===== src/rtl/alu_sequencer.sv =====
// alu_sequencer
// Arbitrates between two requesters (round-robin), then sequences one ALU
// operation: drives operand A and operand B onto a shared bus with separate
// load strobes, holds the opcode for EXEC_CYCLES cycles, captures the ALU
// result/carry and returns it on a valid/ready response channel tagged with
// the index of the served requester.
//
// Parameters
//   EXEC_CYCLES  cycles spent in EXEC before result capture (legal 1..15)
// Ports
//   clk                    rising-edge clock
//   reset                  synchronous active-low reset
//   req_valid[1:0]         per-requester request valid
//   req_ready[1:0]         per-requester accept strobe (one-hot, IDLE only)
//   req_a0/req_b0/req_op0  requester 0 operands and opcode
//   req_a1/req_b1/req_op1  requester 1 operands and opcode
//   reg_data               shared bus to both operand registers
//   load_a / load_b        load strobes for operand registers A / B
//   alu_op                 opcode presented to the ALU
//   alu_result/alu_carry   combinational ALU outputs
//   rsp_valid/rsp_ready    response handshake
//   rsp_data/rsp_carry     captured result and carry
//   rsp_id                 index of the served requester
//   busy                   high whenever the sequencer is not IDLE
module alu_sequencer #(
  parameter int EXEC_CYCLES = 1
) (
  input  logic       clk,
  input  logic       reset,
  input  logic [1:0] req_valid,
  output logic [1:0] req_ready,
  input  logic [7:0] req_a0,
  input  logic [7:0] req_b0,
  input  logic [2:0] req_op0,
  input  logic [7:0] req_a1,
  input  logic [7:0] req_b1,
  input  logic [2:0] req_op1,
  output logic [7:0] reg_data,
  output logic       load_a,
  output logic       load_b,
  output logic [2:0] alu_op,
  input  logic [7:0] alu_result,
  input  logic       alu_carry,
  output logic       rsp_valid,
  input  logic       rsp_ready,
  output logic [7:0] rsp_data,
  output logic       rsp_carry,
  output logic       rsp_id,
  output logic       busy
);

  typedef enum logic [2:0] {
    IDLE   = 3'd0,
    LOAD_A = 3'd1,
    LOAD_B = 3'd2,
    EXEC   = 3'd3,
    RESP   = 3'd4
  } state_t;

  localparam logic [3:0] EXEC_LAST = 4'(EXEC_CYCLES - 1);

  state_t     state_reg, state_next;
  logic       prio_reg;
  logic [7:0] a_reg, b_reg;
  logic [2:0] op_reg;
  logic       id_reg;
  logic [3:0] cnt_reg;
  logic [7:0] rsp_data_reg;
  logic       rsp_carry_reg;

  logic       grant_any;
  logic       grant_id;
  logic       handshake;
  logic       exec_done;

  // Grant: a lone requester wins outright; on contention the priority
  // pointer decides. A requester that drops req_valid before being granted
  // never reaches the handshake, so prio is untouched.
  always_comb begin
    grant_any = |req_valid;
    grant_id  = (req_valid == 2'b11) ? prio_reg : req_valid[1];
  end

  // req_ready is gated by reset so nothing is accepted while reset is held.
  for (genvar gi = 0; gi < 2; gi++) begin : g_ready
    assign req_ready[gi] = reset && (state_reg == IDLE) && grant_any &&
                           (grant_id == 1'(gi));
  end

  assign handshake = |(req_valid & req_ready);
  assign exec_done = (cnt_reg == EXEC_LAST);

  always_comb begin
    state_next = state_reg;
    case (state_reg)
      IDLE:    if (handshake) state_next = LOAD_A;
      LOAD_A:  state_next = LOAD_B;
      LOAD_B:  state_next = EXEC;
      EXEC:    if (exec_done) state_next = RESP;
      RESP:    if (rsp_ready) state_next = IDLE;
      default: state_next = IDLE;
    endcase
  end

  always_ff @(posedge clk) begin
    if (!reset) begin
      state_reg     <= IDLE;
      prio_reg      <= 1'b0;
      a_reg         <= 8'h00;
      b_reg         <= 8'h00;
      op_reg        <= 3'd0;
      id_reg        <= 1'b0;
      cnt_reg       <= 4'd0;
      rsp_data_reg  <= 8'h00;
      rsp_carry_reg <= 1'b0;
    end else begin
      state_reg <= state_next;
      if (handshake) begin
        a_reg    <= grant_id ? req_a1  : req_a0;
        b_reg    <= grant_id ? req_b1  : req_b0;
        op_reg   <= grant_id ? req_op1 : req_op0;
        id_reg   <= grant_id;
        prio_reg <= ~grant_id;
      end
      if (state_reg == LOAD_B) begin
        cnt_reg <= 4'd0;
      end else if (state_reg == EXEC) begin
        cnt_reg <= cnt_reg + 4'd1;
      end
      if ((state_reg == EXEC) && exec_done) begin
        rsp_data_reg  <= alu_result;
        rsp_carry_reg <= alu_carry;
      end
    end
  end

  // Outputs are decoded from the state register, so they return to their
  // reset values one cycle after reset is sampled.
  always_comb begin
    reg_data = 8'h00;
    load_a   = 1'b0;
    load_b   = 1'b0;
    case (state_reg)
      LOAD_A: begin
        reg_data = a_reg;
        load_a   = 1'b1;
      end
      LOAD_B: begin
        reg_data = b_reg;
        load_b   = 1'b1;
      end
      default: ;
    endcase
  end

  assign alu_op    = (state_reg == IDLE) ? 3'd0 : op_reg;
  assign rsp_valid = (state_reg == RESP);
  assign rsp_data  = rsp_data_reg;
  assign rsp_carry = rsp_carry_reg;
  assign rsp_id    = id_reg;
  assign busy      = (state_reg != IDLE);

endmodule

===== config.mk =====
export PLATFORM = sky130hd
export DESIGN_NAME = alu_sequencer
export DESIGN_NICKNAME = d
export VERILOG_FILES = /design/src/rtl/alu_sequencer.sv
export SDC_FILE = /design/constraint.sdc
export NUM_CORES = 1
export LEC_CHECK = 0
export CORE_MARGIN = 2
export CORE_UTILIZATION = 32
export CTS_CLUSTER_DIAMETER = 40
export DETAILED_ROUTE_END_ITERATION = 16
export HOLD_SLACK_MARGIN = 0.02
export PLACE_DENSITY = 0.7
export SETUP_SLACK_MARGIN = 0.15
export SYNTH_ARGS = -nofsm -noshare
export SYNTH_HDL_FRONTEND = slang
export SYNTH_SLANG_ARGS = --single-unit

===== constraint.sdc =====
create_clock -name clk -period 1.9 [get_ports clk]
set_input_delay 0.38 -clock clk [delete_from_list [all_inputs] [get_ports clk]]
set_output_delay 0.38 -clock clk [all_outputs]
set_load 0.01 [all_outputs]

==> reports/results.tsv <==
metric	value	unit
cp_max_fo	2	
grt_pass1_wl	8224	um
drc	0	
final_core_util	0.5445	
clk_path_buf_depth	2	
vias	1822	
die_y	78.75	um
p_per_area	745.0	mW/mm^2
clock-sinks	37	
grt_max_degree	37	
dr.pass1.iters	4	
clock_latency	0.29	ns
min_from	op_reg[2]	
fin_nets	360	
io_pins	79	
viasPerCell	4.807	
arrival	1.49	ns
grtUsageTotal	0.1680	
drv_cap	0	
end_kind	output pin	
portBuffers	78	
stdcell_count	379	
die_x	78.75	um
drive_gt1_frac	0.2736	
cts_root_buffer	clkbuf_8	
drt-total-wl	5064	um
numCtsBuffers	5	
synthCells	205	
ir_worst_vdd	0.3766	mV
synth-seq-area-share	0.4143	
ant_nets	0	
maxSlewHeadroom	0.7811	
setup_viol	0	
avgSynthCellArea	8.722	sq um
die-area	0.006202	sq mm
p_sw	0.5942	mW
max_freq	534.7	MHz
hold_path_class	reg -> reg	
p_sw_frac	0.2693	
drt_iter0_drc	25	
synth_cell_types	31	
wl_per_cell	13.36	um
synthArstFlopShare	0	
cts_tree	yes	
rsz0062_at_grt	yes	
overflow	0	
std_cell_rows	27	
grt_pass1_vias	1827	
hpwl	3500	um
status	completed	
ys_ff_latch	37	
p_int	1.612	mW
start_util	0.3287	
cts.hold.buffers_added	0	
crit_path_start	state_reg[2]	
syn_area	0.001788	sq mm
yosysWarnings	0	
n_antenna_cell	0	
place.gp.congestion	0.7498	
coreArea	0.005439	sq mm
syn_nets	259	
skew	0.005539	ns
syn2layout_area_growth	65.64	%
pwr-share-seq	0.397	
worstReg2RegStart	state_reg[2]	
hold_violations	0	
period_needed	1.870	ns
worst_setup_path_start_kind	flop	
power.leakage	1.297	nW
fillers	527	
worst_pin_slew	0.3283	ns
critical_path_class	reg -> out	
crit_required	1.52	ns
antenna_found_initial	0	
finalMaxSlewViolations	0	
combPwrFrac	0.280	
hold_depth	2	
ff2ff_path_depth	5	
clkPwrFrac	0.323	
clk_pin_slew	0.08	ns
h-tree-depth	2	
dp.cells	361	
synth-edff-count	0	
synth_flop_cell	dfxtp_1	
period_share	0.9844	
-- worst max-delay path, stage by stage (launching register included) --
cell	delay, ns
dfxtp_2	0.33
nand2b_4	0.14
or4_4	0.51
nor2_4	0.11
buf_6	0.11
-- layout make-up --
| cell class | count | area (sq um) | share of cell area |
|---|---|---|---|
| clock inverter | 2 | 37.54 | 0.01267 |
| clock buffer | 6 | 82.58 | 0.02788 |
| inverter | 6 | 22.52 | 0.007605 |
| sequential | 37 | 749.5 | 0.2531 |
| tap | 72 | 90.09 | 0.03042 |
| multi-input combinational | 149 | 989.7 | 0.3342 |
| timing repair buffer | 107 | 989.7 | 0.3342 |
-- cell usage in the layout (no fill, tap or decap), types with 11 or more instances in the layout --
master,n
clkdlybuf4s50_1,58
nand2_1,23
dfxtp_1,34
o21ai_0,20
mux2i_1,12
nor2b_1,11
buf_2,14
buf_4,18
a21oi_1,21
a21oi_2,13
-- stage by stage --
step / hold WS [ns] / area (sq um) / setup TNS, ns / setup WS (ns) / power [mW]
after floorplan: 0.4354 / 1807 / 0 / 0.1426 / 1.163
after global placement: 0.4436 / 2741 / -5.206 / -0.6195 / 1.445
after detailed placement: 0.4524 / 2741 / -5.230 / -0.6076 / 1.452
after CTS: 0.4642 / 2928 / -0.009717 / -0.005390 / 2.217
after global routing: 0.4928 / 2962 / -0.1893 / -0.04000 / 2.335
final: 0.4612 / 2962 / 0 / 0.02967 / 2.206
-- repair_timing --
| action | CTS | global route |
|---|---|---|
| resized for setup | 81 | 15 |
| pin swaps | 8 | 9 |
| setup buffers | 7 | 3 |
| endpoints found under the setup margin | 30 | 27 |
-- power groups by stage --
stage          Combinational (mW)  Sequential, mW  Clock (mW)
2_1_floorplan               0.280           0.883           0
3_3_place_gp                0.556           0.889           0
3_5_place_dp                0.561           0.890           0
4_1_cts                     0.603           0.875       0.738
5_1_grt                     0.670           0.886       0.779
6_report                    0.618           0.876       0.712
-- synth_stat cells, drive strengths merged (5+ instances only) --
cell	count	area (sq um)
a22o	8	70.07
buf	8	61.31
nor2	8	30.03
mux2i	12	120.1
inv	6	22.52
dfxtp	37	740.7
nand2	24	92.59
nand3	6	30.03
o21ai	23	115.1
clkbuf	5	18.77
a21oi	34	219.0
nor2b	14	87.58
-- logic make-up after synthesis --
group	after synthesis	share of synthesized area
compound gates	70	0.2470
simple gates	65	0.2001
flops	37	0.4143
buf+inv	19	0.05738
mux	12	0.06718
fa+ha+maj	2	0.01399
-- per-layer routing --
metal / share of wire / track usage
met4: 0.0089 / 0.03684
met2: 0.49 / 0.2906
met5: 0 / 0
met3: 0.072 / 0.06136
met1: 0.43 / 0.1989
-- path summary, 6_finish.rpt --
check | to | slack (ns)
hold / removal | op_reg[2] | 0.46
setup / recovery | req_ready[0] | 0.03
setup reg to reg | a_reg[1] | 0.32
hold reg to reg | op_reg[2] | 0.46
Power figures use the tool's default switching activity.
